`src/rtl/mem_read_arbiter.sv`:
```
// Shared read-port arbiter for video/audio memory.
// The primary port (VGA bitgen) has fixed priority. The secondary port (audio
// mixer) uses idle slots and is forced through after MAX_WAIT consecutive
// denials. Issued reads carry an owner tag down a pipeline that matches memory
// latency, so returned data is steered back to the port that issued it.
module mem_read_arbiter #(
  parameter int ADDR_W      = 18,
  parameter int DATA_W      = 16,
  parameter int MEM_LATENCY = 1,
  parameter int MAX_WAIT    = 4
) (
  input  logic              clk,
  input  logic              reset,
  input  logic              pri_req,
  input  logic [ADDR_W-1:0] pri_addr,
  output logic              pri_gnt,
  output logic              pri_rd_valid,
  output logic [DATA_W-1:0] pri_rd_data,
  input  logic              sec_req,
  input  logic [ADDR_W-1:0] sec_addr,
  output logic              sec_gnt,
  output logic              sec_rd_valid,
  output logic [DATA_W-1:0] sec_rd_data,
  output logic [ADDR_W-1:0] mem_addr,
  output logic              mem_rd_en,
  input  logic [DATA_W-1:0] mem_rd_data
);

  localparam int          CNT_W     = $clog2(MAX_WAIT + 1);
  localparam int unsigned LAT       = MEM_LATENCY;
  localparam logic [CNT_W-1:0] WAIT_FULL = CNT_W'(MAX_WAIT);
  localparam logic [CNT_W-1:0] WAIT_LAST = CNT_W'(MAX_WAIT - 1);

  typedef enum logic {
    NORMAL,
    FORCE_SEC
  } state_t;

  state_t           state;
  state_t           state_next;
  logic [CNT_W-1:0] wait_cnt;
  logic [CNT_W-1:0] wait_cnt_next;

  // Per-stage owner tags: valid marks an issued read, sec marks the owner.
  logic [MEM_LATENCY-1:0] tag_valid;
  logic [MEM_LATENCY-1:0] tag_sec;

  assign mem_rd_en = pri_gnt | sec_gnt;
  assign mem_addr  = sec_gnt ? sec_addr : pri_addr;

  // Arbitration state and starvation counter register.
  always_ff @(posedge clk or posedge reset) begin
    if (reset) begin
      state    <= NORMAL;
      wait_cnt <= '0;
    end else begin
      state    <= state_next;
      wait_cnt <= wait_cnt_next;
    end
  end

  // Grant decode, next state and starvation counter update.
  always_comb begin
    state_next    = state;
    wait_cnt_next = '0;
    pri_gnt       = 1'b0;
    sec_gnt       = 1'b0;
    case (state)
      NORMAL: begin
        pri_gnt = pri_req;
        sec_gnt = sec_req & ~pri_req;
        // Only a denied, still-pending secondary request advances the count;
        // a grant or a dropped request starts the count over.
        if (sec_req && !sec_gnt) begin
          if (wait_cnt >= WAIT_LAST) begin
            wait_cnt_next = WAIT_FULL;
            state_next    = FORCE_SEC;
          end else begin
            wait_cnt_next = wait_cnt + CNT_W'(1);
          end
        end
      end
      FORCE_SEC: begin
        // The forced slot falls back to the primary port if the secondary
        // request was withdrawn in the meantime.
        sec_gnt    = sec_req;
        pri_gnt    = pri_req & ~sec_req;
        state_next = NORMAL;
      end
      default: state_next = NORMAL;
    endcase
  end

  // Owner tag pipeline, one stage per cycle of memory latency.
  always_ff @(posedge clk or posedge reset) begin
    if (reset) begin
      tag_valid <= '0;
      tag_sec   <= '0;
    end else begin
      tag_valid[0] <= mem_rd_en;
      tag_sec[0]   <= sec_gnt;
      for (int unsigned i = 1; i < LAT; i++) begin
        tag_valid[i] <= tag_valid[i-1];
        tag_sec[i]   <= tag_sec[i-1];
      end
    end
  end

  // Capture returning data into the owning port and pulse its valid.
  always_ff @(posedge clk or posedge reset) begin
    if (reset) begin
      pri_rd_valid <= 1'b0;
      sec_rd_valid <= 1'b0;
      pri_rd_data  <= '0;
      sec_rd_data  <= '0;
    end else begin
      pri_rd_valid <= tag_valid[LAT-1] & ~tag_sec[LAT-1];
      sec_rd_valid <= tag_valid[LAT-1] &  tag_sec[LAT-1];
      if (tag_valid[LAT-1]) begin
        if (tag_sec[LAT-1]) begin
          sec_rd_data <= mem_rd_data;
        end else begin
          pri_rd_data <= mem_rd_data;
        end
      end
    end
  end

endmodule
```
`config.mk`:
```
export PLATFORM = sky130hd
export DESIGN_NAME = mem_read_arbiter
export DESIGN_NICKNAME = d
export VERILOG_FILES = /design/src/rtl/mem_read_arbiter.sv
export SDC_FILE = /design/constraint.sdc
export NUM_CORES = 1
export LEC_CHECK = 0
export BUFFER_PORTS_ARGS = -buffer_cell sky130_fd_sc_hd__buf_4
export CAP_MARGIN = 10
export CELL_PAD_IN_SITES_DETAIL_PLACEMENT = 1
export CELL_PAD_IN_SITES_GLOBAL_PLACEMENT = 2
export CORE_UTILIZATION = 24
export CTS_BUF_LIST = sky130_fd_sc_hd__clkbuf_4 sky130_fd_sc_hd__clkbuf_8
export CTS_CLUSTER_SIZE = 40
export DETAILED_ROUTE_END_ITERATION = 6
export PLACE_DENSITY = 0.87
export SYNTH_ARGS = -nofsm -noshare
export SYNTH_HDL_FRONTEND = slang
export SYNTH_SLANG_ARGS = --single-unit
```
`constraint.sdc`:
```
create_clock -name clk -period 1.6 [get_ports clk]
set_clock_uncertainty 0.2 [all_clocks]
set_input_delay 0.24 -clock clk [delete_from_list [all_inputs] [get_ports clk]]
set_output_delay 0.24 -clock clk [all_outputs]
set_load 0.05 [all_outputs]
```
Yosys cells after proc, flatten, opt, wreduce, memory -nomap -nowiden
Cells that the tools add are included.
W data, S select, Z words.

operators by class
  bitwise operators = 9
  reduce and logical (&&, ||, !) cells = 4
  multiplexer cells = 9
  $lt $le $gt $ge = 1
  add/subtract/negate cells = 1

operator list
  operator               count
  $mux W18               1
  $mux W3                3
  $pmux W1 S2            3
  $and A1 B1 Y1          4
  $not A1 Y1             4
  $reduce_and A2 Y1      2
  $add A3 B1 Y3 const B  1
  $ge A3 B2 Y1 const B   1
  $mux W1                2
  $logic_and A1 B1 Y1    1
  $logic_not A1 Y1       1
  $or A1 B1 Y1           1

word-level totals
  flip-flop bits (word level) = 40
  logic and storage cells = 32
  output and inout bits = 55

Depth between registers and ports, before layout
  depth in word-level cells = 6
  depth in mapped cells = 4

Worst setup path before layout
Ideal clock, no wire load.

  path type = reg2out
  start point = register state
  end point = output port mem_addr[10]
  buffers on the path = 1
  arrival time = 1.263 ns
  stages on the path, launching flop included = 4
  data required time = 1.160 ns
  setup slack = -0.103 ns
  path through = dfrtp_1 -> o21ai_4 -> buf_12 -> mux2_4

between the ends
  longest elaborated chain between the ends = 3

RTL lines
  what                      line  RTL
  start: declaration        39    state_t state;
  start signal: assignment  57    state <= state_next;
  $not A1 Y1                n/a
  $pmux W1 S2 (*)           68    case (state)
  $mux W18 (*)              49    assign mem_addr = sec_gnt ? sec_addr : pri_addr;
  end: declaration          24    output logic [ADDR_W-1:0] mem_addr,

Mark *: on every way between the ends. The rest lies on a longest branch, timed or not.

Worst setup path after layout
  start point = register state
  end point = output port mem_addr[17]

Same word-level chain as after synthesis.

==> out/qor.json <==
{
  "run_status": {
    "result_of_the_run": "finished, violations left",
    "violations": "setup timing"
  },
  "routing": {
    "first_pass_iters": 2,
    "post-route-drc-count": 0,
    "wire_per_inst_um": 14.2,
    "vias": 1458,
    "detailedRoute.firstIterationViolations": 5,
    "detail-route-antenna-nets": 0,
    "drt-vias-per-instance": 4.20,
    "totalWireLength_mm": 4.93
  },
  "synthesis": {
    "synth_seq_cells": 40,
    "unique_cell_type_count_in_the_yosys_netlist": 20,
    "post_synth_main_area_contributors": "dfrtp_1, mux2_2, mux2_4",
    "post_synth_instance_area_mm2": 0.00177,
    "syn_area_per_cell_um2": 15.5,
    "cell_taking_the_most_area_after_synthesis": "dfrtp_1",
    "postSynthCellCount": 114,
    "synth_nets": 172,
    "synth-seq-area-share_pct": 56.6,
    "yosys.area.top_type_share_pct": 56.6,
    "synth.yosys.warnings": 0
  },
  "critical_path": {
    "startpoint_type": "flip-flop",
    "critical_path.reg2reg.endpoint": "wait_cnt[1]$_DFF_PP0_",
    "crit_required_ns": 1.16,
    "timing.critical_path.slowest_stage_cell": "dfrtp_1",
    "reg2reg_slack_ns": 0.06,
    "critPathArrivalTime_ns": 1.58,
    "setup.worst_path.class": "reg2out",
    "critPathMaxFanout": 19,
    "critPathBufInv": 2,
    "cp_top_family": "flip-flops",
    "worst_path_largest_cell_delay_ns": 0.43,
    "critical_path.reg2reg.startpoint": "wait_cnt[0]$_DFF_PP0_",
    "crit_path_cell_trace": "o21ai_4 -> buf_12 -> mux2_2 -> buf_6",
    "timing.reg2reg.worst_path_depth": 4,
    "setup.worst_path.end_class": "primary output"
  },
  "place": {
    "globalplace.congestion": 0.721,
    "placed_cells": 322,
    "dpl-instance-area_mm2": 0.00277,
    "place.port_buffers": 110
  },
  "grt": {
    "antenna_found_initial": 0,
    "via_count_of_the_first_global_routing_pass": 1599,
    "grt_max_degree": 41,
    "grt_pass1_wl_mm": 7.67,
    "final_global_route_overflow_total": 0,
    "total_routing_usage_gr_pct": 13.3
  },
  "layout": {
    "flow.area_growth_from_synthesis_pct": 77.2,
    "filler_cells": 742,
    "diodes_inserted": 0,
    "final_core_util_pct": 45.2,
    "layout-drive-gt1-share_pct": 71.3,
    "final_area_mm2": 0.00314,
    "nets": 308,
    "final-instance-count-excl-fill": 347
  },
  "sta": {
    "hold-worst-slack_ns": 0.0846,
    "worst-slew-pin-transition_ns": 0.233,
    "setup_ws_ns": -0.415,
    "timing.slew.headroom_pct": 84.4,
    "unrepaired_setup_endpoints_after_global_routing": "true",
    "report.final.setup_viol": 19,
    "period_share_pct": 126,
    "finalMaxSlewViolations": 0,
    "final_hold_violating_endpoints": 0,
    "min_period_ns": 2.02,
    "fmax_ghz": 0.496
  },
  "power": {
    "vdd.ir_drop.worst_uv": 374,
    "finalPower_mw": 3.38,
    "power_density_mw_per_mm2": 1080,
    "cellInternalPower_mw": 2.13,
    "power.switching_fraction_pct": 36.8,
    "clock_power_share_pct": 24.0,
    "power.leakage_nw": 1.54,
    "comb_power_share_pct": 40.2,
    "seq_power_share_pct": 35.9,
    "p_switching_mw": 1.25
  },
  "clocking": {
    "numClockSinks": 40,
    "cts_made_buffers": 5,
    "clk_path_buf_depth": 2,
    "cts_post_setup_buffers_inserted": 0,
    "clkTransAtPathRegs_ns": 0.08,
    "cts_htree_levels": 2,
    "cts_root_buffer": "clkbuf_8",
    "cts_tree": "yes",
    "worst_skew_pair.late_latency_ns": 0.29
  },
  "worst_hold_path": {
    "hold_worst_path_end": "tag_valid$_DFF_PP0_",
    "timing.hold.worst_path_depth": 3,
    "hp-start": "pri_req",
    "hold_path_class": "in2reg"
  },
  "die": {
    "effective_utilization_at_floorplan_pct": 25.5,
    "die_w_um": 87.9,
    "core_region_area_mm2": 0.00694,
    "die-area_mm2": 0.00772,
    "fp.dieH_um": 87.9,
    "floorplan.io_pins": 111,
    "standard_cell_row_count": 30
  },
  "run": {
    "cap_viol_max_count": 0
  }
}
==> worst max path at each step <==
stage | from | endpoint | cells past startpoint
final | state$_DFF_PP0_ | mem_addr[17] | 4
after global routing | state$_DFF_PP0_ | mem_addr[17] | 4
after CTS | state$_DFF_PP0_ | mem_addr[17] | 4
after detailed placement | state$_DFF_PP0_ | mem_addr[1] | 4
after global placement | state$_DFF_PP0_ | mem_addr[2] | 4
after floorplan | state$_DFF_PP0_ | mem_addr[10] | 3
==> flip-flops by register name, indices dropped and copies added (netlist names) <==
| signal | cells |
|---|---|
| tag_valid | 1 |
| wait_cnt | 3 |
| state | 1 |
| tag_sec | 1 |
| sec_rd_valid | 1 |
| sec_rd_data | 16 |
| pri_rd_data | 16 |
| pri_rd_valid | 1 |
==> worst min-delay path, stage by stage <==
cell and delay, ns:
buf_4 0.09, buf_4 0.10, or2_2 0.11
==> area by class of cell <==
class	count	area [µm²]	area share (%)
Tap cell	96	120	3.83
Timing Repair Buffer	133	1160	37.1
Inverter	7	26.3	0.838
Clock buffer	5	68.8	2.19
Clock inverter	3	42.5	1.36
Sequential cell	40	1000	31.9
Multi-Input combinational cell	63	714	22.8
==> layer usage <==
layer	wire, µm	part of all wire (%)	global-route usage [%]
met1	1770	36	13.8
met2	2620	53	24.9
met3	461	9.3	4.05
met4	82	1.7	4.92
met5	0	0	0
==> what timing repair did <==
action / CTS / global route
hold buffers: 17 / 0
endpoints found under the hold margin: 69 / 0
resized for setup: 22 / 1
setup endpoints to repair: 21 / 19
==> cells in the final DEF (no fill, tap or decap), drive strengths merged <==
master       netlist  routed
buf                4     116
mux2              50      50
dfrtp             40      40
dlygate4sd3        0      17
inv                7       7
clkbuf             0       5
a21oi              2       2
ha                 2       2
nand2              1       1
nand2b             1       1
o21ai              1       1
a211oi             1       1
nand3b             1       1
and3               1       1
nor4               1       1
nor2               1       1
or2                1       1
clkinvlp           0       1
clkinv             0       1
bufinv             0       1
==> logic make-up (layout without fill, tap and decap cells) <==
family,Yosys count,in the layout,share of synthesized area [%]
adder cells (fa/ha/maj),2,2,1.41
multiplexers,50,50,33.7
AND/OR/NAND/NOR,7,7,2.41
flip-flops,40,40,56.6
buffers and inverters,11,148,3.96
AO/OA/AOI/OAI,4,4,1.91
==> synthesized netlist by cell type, drive strengths merged <==
| cell | count |
|---|---|
| a211oi | 1 |
| a21oi | 2 |
| and3 | 1 |
| buf | 4 |
| dfrtp | 40 |
| ha | 2 |
| inv | 7 |
| mux2 | 50 |
| nand2 | 1 |
| nand2b | 1 |
| nand3b | 1 |
| nor2 | 1 |
| nor4 | 1 |
| o21ai | 1 |
| or2 | 1 |
==> power groups by stage <==
stage                     sequential (mW)  clock [mW]  combinational (mW)
final                                1.21       0.810                1.36
after global routing                 1.23       0.889                1.42
after CTS                            1.21       0.846                1.37
after detailed placement             1.23           0                1.30
after global placement               1.22           0                1.28
after floorplan                      1.67           0               0.392
==> metrics by stage <==
stage / setup slack [ns] / setup TNS, ns
floorplan: -0.0756 / -0.838
global placement: -0.104 / -1.55
detailed placement: -0.122 / -1.74
CTS: -0.433 / -7.54
global route: -0.481 / -8.36
finish: -0.415 / -7.16
(Power assumes the default switching activity.)
